<file path="src/rtl/uart_rx_ctrl.sv">
// rtl/uart_rx_ctrl.sv - UART receive-path controller: oversampling tick, receive FIFO, status and irq
//
// Purpose:
//   Produces the 16x-oversampling tick for the UART receiver. Collects received
//   bytes into a small FIFO and hands them to the register block one per read
//   request. Also keeps sticky overrun/frame-error flags and drives a level
//   interrupt.
//
// Ports:
//   clk, rst_n        system clock, asynchronous active-low reset
//   en                receive enable; gates the tick generator and FIFO pushes
//   clk_div           tick period minus one, in clk cycles
//   flush             single-cycle pulse that empties the FIFO
//   err_clr           clears the sticky overrun/frame_error flags
//   irq_threshold     level interrupt threshold (0 disables the level term)
//   sck_rising_edge   registered oversampling tick to the receiver
//   rx_busy           receiver busy; its rising edge realigns the tick phase
//   rx_data_valid     receiver byte-complete pulse
//   rx_data, rx_error received byte and its stop-bit error flag
//   rd_req            pop request from the register block
//   rd_data, rd_valid popped byte and its one-cycle valid pulse
//   level             number of entries held
//   rx_not_empty      level != 0
//   rx_full           level == FIFO_DEPTH
//   overrun           sticky: a byte was dropped because the FIFO was full
//   frame_error       sticky: a byte arrived with rx_error set
//   irq               interrupt
module uart_rx_ctrl #(
  parameter int FIFO_DEPTH = 4,
  parameter int DIV_WIDTH  = 16
) (
  input  logic                              clk,
  input  logic                              rst_n,
  input  logic                              en,
  input  logic [DIV_WIDTH-1:0]              clk_div,
  input  logic                              flush,
  input  logic                              err_clr,
  input  logic [$clog2(FIFO_DEPTH+1)-1:0]   irq_threshold,
  output logic                              sck_rising_edge,
  input  logic                              rx_busy,
  input  logic                              rx_data_valid,
  input  logic [7:0]                        rx_data,
  input  logic                              rx_error,
  input  logic                              rd_req,
  output logic [7:0]                        rd_data,
  output logic                              rd_valid,
  output logic [$clog2(FIFO_DEPTH+1)-1:0]   level,
  output logic                              rx_not_empty,
  output logic                              rx_full,
  output logic                              overrun,
  output logic                              frame_error,
  output logic                              irq
);

  localparam int AW = (FIFO_DEPTH > 1) ? $clog2(FIFO_DEPTH) : 1;
  localparam int LW = $clog2(FIFO_DEPTH + 1);

  // ---------------------------------------------------------------------------
  // Tick generator
  // ---------------------------------------------------------------------------
  logic [DIV_WIDTH-1:0] cnt;
  logic                 busy_q;
  logic                 busy_rise;

  // A new frame starting restarts the oversampling phase so the receiver
  // samples relative to the start-bit edge rather than a free-running count.
  assign busy_rise = rx_busy & ~busy_q;

  always_ff @(posedge clk or negedge rst_n) begin
    if (!rst_n) begin
      cnt             <= '0;
      busy_q          <= 1'b0;
      sck_rising_edge <= 1'b0;
    end else begin
      busy_q <= rx_busy;
      if (!en) begin
        cnt             <= '0;
        sck_rising_edge <= 1'b0;
      end else if (busy_rise) begin
        // Realign wins over a tick that would have landed on this cycle.
        cnt             <= '0;
        sck_rising_edge <= 1'b0;
      end else if (cnt >= clk_div) begin
        // >= rather than == so a divider lowered below the current count
        // ticks immediately instead of wrapping the whole counter range.
        cnt             <= '0;
        sck_rising_edge <= 1'b1;
      end else begin
        cnt             <= cnt + DIV_WIDTH'(1);
        sck_rising_edge <= 1'b0;
      end
    end
  end

  // ---------------------------------------------------------------------------
  // Receive FIFO
  // ---------------------------------------------------------------------------
  logic [7:0]    mem [FIFO_DEPTH];
  logic [AW-1:0] wr_ptr;
  logic [AW-1:0] rd_ptr;
  logic [LW-1:0] lvl;

  logic is_full;
  logic is_empty;
  logic push_req;
  logic push_ok;
  logic pop;
  logic drop;
  logic ferr_set;

  assign is_full  = (lvl == LW'(FIFO_DEPTH));
  assign is_empty = (lvl == '0);

  // Flush discards both sides of the FIFO traffic in its cycle.
  assign push_req = en & rx_data_valid & ~flush;
  assign pop      = rd_req & ~is_empty & ~flush;

  // A pop in the same cycle frees the slot the push needs, so a full FIFO
  // with a concurrent read still accepts the byte.
  assign push_ok  = push_req & (~is_full | pop);
  assign drop     = push_req & is_full & ~pop;
  assign ferr_set = push_req & rx_error;

  // Storage carries no reset; entries are only visible through the pointers.
  always_ff @(posedge clk) begin
    if (push_ok) begin
      mem[wr_ptr] <= rx_data;
    end
  end

  always_ff @(posedge clk or negedge rst_n) begin
    if (!rst_n) begin
      wr_ptr   <= '0;
      rd_ptr   <= '0;
      lvl      <= '0;
      rd_data  <= 8'h00;
      rd_valid <= 1'b0;
    end else if (flush) begin
      wr_ptr   <= '0;
      rd_ptr   <= '0;
      lvl      <= '0;
      rd_valid <= 1'b0;
    end else begin
      rd_valid <= pop;
      if (push_ok) begin
        wr_ptr <= wr_ptr + AW'(1);
      end
      if (pop) begin
        // At full with a concurrent push, wr_ptr == rd_ptr; the read still
        // returns the old entry because the write lands at the clock edge.
        rd_ptr  <= rd_ptr + AW'(1);
        rd_data <= mem[rd_ptr];
      end
      case ({push_ok, pop})
        2'b10:   lvl <= lvl + LW'(1);
        2'b01:   lvl <= lvl - LW'(1);
        default: lvl <= lvl;
      endcase
    end
  end

  // ---------------------------------------------------------------------------
  // Sticky error flags: a set in the same cycle as err_clr takes precedence.
  // ---------------------------------------------------------------------------
  always_ff @(posedge clk or negedge rst_n) begin
    if (!rst_n) begin
      overrun     <= 1'b0;
      frame_error <= 1'b0;
    end else begin
      overrun     <= drop     | (overrun     & ~err_clr);
      frame_error <= ferr_set | (frame_error & ~err_clr);
    end
  end

  // ---------------------------------------------------------------------------
  // Status and interrupt, all derived from registers
  // ---------------------------------------------------------------------------
  assign level        = lvl;
  assign rx_not_empty = ~is_empty;
  assign rx_full      = is_full;
  assign irq          = ((irq_threshold != '0) && (lvl >= irq_threshold))
                        | overrun | frame_error;

endmodule

</file>
<file path="config.mk">
export PLATFORM = sky130hd
export DESIGN_NAME = uart_rx_ctrl
export DESIGN_NICKNAME = d
export VERILOG_FILES = /design/src/rtl/uart_rx_ctrl.sv
export SDC_FILE = /design/constraint.sdc
export NUM_CORES = 1
export LEC_CHECK = 0
export ABC_AREA = 1
export CAP_MARGIN = 20
export CORE_MARGIN = 1
export CORE_UTILIZATION = 35
export DETAILED_ROUTE_END_ITERATION = 10
export DONT_BUFFER_PORTS = 1
export GPL_TIMING_DRIVEN = 0
export PLACE_DENSITY = 0.46
export SLEW_MARGIN = 10
export SYNTH_ARGS = -nofsm -noshare
export SYNTH_HDL_FRONTEND = slang
export SYNTH_SLANG_ARGS = --single-unit
</file>
<file path="constraint.sdc">
create_clock -name clk -period 2.8 [get_ports clk]
set_input_delay 0.56 -clock clk [delete_from_list [all_inputs] [get_ports clk]]
set_output_delay 0.56 -clock clk [all_outputs]
set_load 0.02 [all_outputs]
</file>
# [Word level (Yosys, flattened, before mapping)]
# Memories as Yosys holds them, arrays and structs flattened. A register that Yosys moved wholly into a read port is not among the register bits.
# Cells that the tools add are included.
# Widths: inputs -> output; s select.
[totals] ff_bits=28 latchBits=0 ram_bits=32 romBits=0 inputBits=36 out_inout_bits=18 wordCells=65 n_memories=1
[op_classes] addsub=5 multipliers=0 div_mod_pow=0 n_lt_le_gt_ge=2 n_eq_ne=3 n_shift=0 mux=15 n_bitwise=22 reduce_logical=8
[mem_list] name="mem" depth=4 word_bits=8 read_ports=1 rd_ports_with_merged_regs=1 write_ports=1 line="98" text="logic [7:0] mem [FIFO_DEPTH];"
[ops] cell="$mux 16" n=3
[ops] cell="$add 16x1->16 const B" n=1
[ops] cell="$ge 16x16->1" n=1
[ops] cell="$and 1x1->1" n=11
[ops] cell="$mux 2" n=4
[ops] cell="$mux 1" n=6
[ops] cell="$not 1->1" n=6
[ops] cell="$pmux 3 s2" n=1
[ops] cell="$reduce_bool 3->1" n=2
[ops] cell="$or 1x1->1" n=5
[ops] cell="$add 2x1->2 const B" n=2
[ops] cell="$reduce_bool 2->1" n=2
[ops] cell="$add 3x1->3 const B" n=1
[ops] cell="$eq 3x3->1 const B" n=1
[ops] cell="$ge 3x3->1" n=1
[ops] cell="$logic_not 3->1" n=1
[ops] cell="$mux 3" n=1
[ops] cell="$sub 3x1->3 const B" n=1
[ops] cell="$eq 2x1->1 const B" n=1
[ops] cell="$eq 2x2->1 const B" n=1
[ops] cell="$reduce_and 2->1" n=1
[ops] cell="$logic_and 1x1->1" n=1
[ops] cell="$logic_not 1->1" n=1

# [Longest topological paths before layout]
[logic_depth] word_depth=9 mapped_depth=13 mapped_depth_nobuf=12

# [Worst setup path after synthesis]
# Ideal clock, no wire load.
[synth_timing] path_kind="register to output" startpoint="register lvl[0], in the netlist level[0]" endpoint="output port irq" arrival_time_ns=1.418 required_time_ns=2.240 slack_ns=0.822 path_stages_with_launch=9 path_buffers=0 path_cell_list="dfrtp_1 > inv_2 > ha_1 > inv_1 > nand2_1 > a21oi_1 > nor2_1 > o32ai_1 > nand3_1"
[synth_via] elab_chain_cells=4
[synth_rtl] item="start, declared" line="101" text="logic [LW-1:0] lvl;"
[synth_rtl] item="start signal, assigned" line="155" text="2'b10: lvl <= lvl + LW'(1);"
[synth_rtl] item="start signal, assigned" line="156" text="2'b01: lvl <= lvl - LW'(1);"
[synth_rtl] item="start signal, assigned" line="157" text="default: lvl <= lvl;"
[synth_rtl] item="$ge 3x3->1" line="181" text="assign irq = ((irq_threshold != '0) && (lvl >= irq_threshold))"
[synth_rtl] item="$logic_and 1x1->1" line="181"
[synth_rtl] item="$or 1x1->1 (2 in a row)" line="182" text="| overrun | frame_error;"
[synth_rtl] item="end, declared" line="52" text="output logic irq"
# No other way between the ends.

# [Final worst setup path]
# Ends and elaborated chain as after synthesis.

==> metrics <==
CP endpoint kind primary output; power per standard cell area 736 mW/mm2; commonest non-fill, non-tap cell in the layout nand2_1; multi-input logic area 0.00138 mm2; CTS tree done; Max Root-Sink Buffers 2; VDD IR max 0.000303 V; WP data required 2240 ps; Worst Max-Slew Pin Slew 840 ps; mapped cell area 0.00348 mm2; endpoints failing setup 0; vias in the first global route 2242; Max Fclk 409 MHz; Fillers 1002; Startpoint Class flop; initial core utilization 35.9%; most frequent cells in the layout nand2_1 (61), inv_1 (46), nor2_1 (40), dfrtp_1 (36), edfxtp_1 (32); Crit path max-delay family flip-flops; largest net degree at the start of global routing 37; Reg2Reg Depth 6; initial antenna violation count 0; Crit. path cell count 8; syn_area_per_cell 10.0 um2; Clock Latency Late Sink 340 ps; # resized after CTS 0; Core Box Area 0.00968 mm2; DRC violations left 0; Yosys cell types 32; post-DP HPWL 4880 um; setup bufs post-CTS 0; register area share after synthesis 53.5%; Synth Warn # 0; Setup TNS 0 ps; period utilization 87.2%; layout cells sized above 1 14.2%; Vert. Die Dim 102 um; critical path class reg2out; Bufs and invs on worst path 2; GP Congestion 0.717; R2R Setup Slk 470 ps; Final nets 421; CP max stage delay 520 ps; Area after DPL 0.00365 mm2; CP max FO 5; utilization after layout 40.4%; Mapped Cells 348; 1st-iter DRT viols 68; Inst Count DP 481; worst endpoint data arrival time 1880 ps; Post-Layout Inst Area 0.00392 mm2; Synth Register Bits 68; vias per cell 4.49; CTS clk-pin slew, worst paths 80 ps; max-slew violation count 0; Lkg Pwr 0.00176 uW; Root Buffer clkbuf_8; register area 0.00186 mm2; First-pass DRT Iterations 4; total congestion overflow 0; Mapped Nets 409; Layout Cells excl Fill 498; antenna viol nets, final 0; Vias 2238; antenna fix cells 0; GRT Util Overall 14.4%; Final min period 2440 ps; Slew Limit Headroom 43.8%; final hold vios 0; I/O Pins 54; area grow syn2layout 12.5%; status completed; die area 0.0103 mm2; Port Buf Inserts 0; first-pass GRT wire length 11000 um; H-tree Lvls 3; Num CTS Buffers 9; DR WL/cell 13.5 um; Row Count 36; Clock Skews 11.4 ps; Hold WC Path Type in2async; Die Wd 102 um; RSZ-0062 raised after global routing false; CP Cell Sequence inv_2 > ha_1 > inv_1 > nand2_1 > a21oi_1 > nor2_1 > o32ai_1 > nand3_1; WL final 6740 um; slowest CP cell dfrtp_1; Max-Cap Viols 0; Clock Sinks 68
==> kinds of logic after synthesis <==
logic type	after synthesis	share of synthesized area [%]
adders and majority gates	25	9.20
DFF	68	53.5
buffers and inverters	58	6.87
xor gates and xnor gates	14	3.52
and+or+nand+nor	136	19.5
AOI/OAI and AO/OA	47	7.44
==> power breakdown <==
part	total [uW]	internal [uW]	switching (uW)
Combinational	558	190	368
Sequential	1330	1150	182
Clock	995	598	397
==> layout make-up <==
| cell class | count | area share, % |
|---|---|---|
| clock inverters | 7 | 3.16 |
| plain buffers | 5 | 0.959 |
| inverters | 53 | 5.15 |
| repair buffers | 1 | 0.511 |
| well taps | 133 | 4.25 |
| clock buffers | 9 | 3.16 |
| multi-input cells | 222 | 35.3 |
| flip-flops and latches | 68 | 47.6 |
==> repair_timing <==
| item | 4_1_cts | 5_1_grt |
|---|---|---|
| hold buffers | 1 | 0 |
| hold endpoints to repair | 36 | 0 |
| endpoints found under the setup margin | 0 | 0 |
==> synth_stat cells <==
master | count | area share (%)
ha_1 | 24 | 8.6
nand3_1 | 9 | 1.3
buf_6 | 2 | 0.65
o21ai_0 | 18 | 2.6
xnor2_1 | 2 | 0.50
nor3_4 | 1 | 0.47
xor2_1 | 12 | 3.0
nand3_4 | 3 | 1.5
dfrtp_1 | 36 | 26
nand2_2 | 4 | 0.72
nand4_1 | 3 | 0.54
edfxtp_1 | 32 | 28
fa_1 | 1 | 0.58
nor2_8 | 1 | 0.58
o21bai_1 | 1 | 0.22
nor2_2 | 7 | 1.3
inv_4 | 1 | 0.18
o22ai_1 | 9 | 1.6
nand2_1 | 61 | 6.6
inv_2 | 6 | 0.65
o21ai_1 | 6 | 0.86
a31o_2 | 1 | 0.25
nand3b_4 | 1 | 0.58
buf_2 | 3 | 0.43
nand3_2 | 3 | 0.86
o32ai_1 | 1 | 0.25
nor2_1 | 40 | 4.3
nor3_1 | 1 | 0.14
nor2_4 | 2 | 0.65
inv_1 | 46 | 5.0
o21a_1 | 1 | 0.22
a21oi_1 | 10 | 1.4
==> through the flow <==
| stage | hold slack [ps] | worst slack, ps | total power, uW |
|---|---|---|---|
| 6_report | 36.2 | 358 | 2880 |
| 3_5_place_dp | 265 | 406 | 1900 |
| 3_3_place_gp | 265 | 436 | 1900 |
| 4_1_cts | 29.2 | 287 | 2930 |
| 2_1_floorplan | 264 | 822 | 1760 |
| 5_1_grt | 34.6 | 209 | 3050 |
==> worst paths after layout <==
kind / startpoint / end
setup / recovery: level[0] / irq
hold / removal: rst_n / level[0]
setup reg to reg: level[1] / mem[0][5]
hold reg to reg: cnt[0] / cnt[0]
max in group asynchronous: rst_n / wr_ptr[0]
min in group clk: rx_busy / busy_q
==> registers in the layout (all words and copies together) (netlist names) <==
name             flops
busy_q               1
cnt                 16
frame_error          1
level                3
mem                 32
overrun              1
rd_data              8
rd_ptr               2
rd_valid             1
sck_rising_edge      1
wr_ptr               2
==> layer usage <==
layer | GRT usage, % | routed length, um | share of wire (%)
met5 | 0 | 0 | 0
met3 | 5.94 | 399 | 5.9
met4 | 4.12 | 31 | 0.46
met1 | 18.7 | 3290 | 49
met2 | 22.1 | 3020 | 45
No activity file was read; power rests on OpenSTA's default activity.
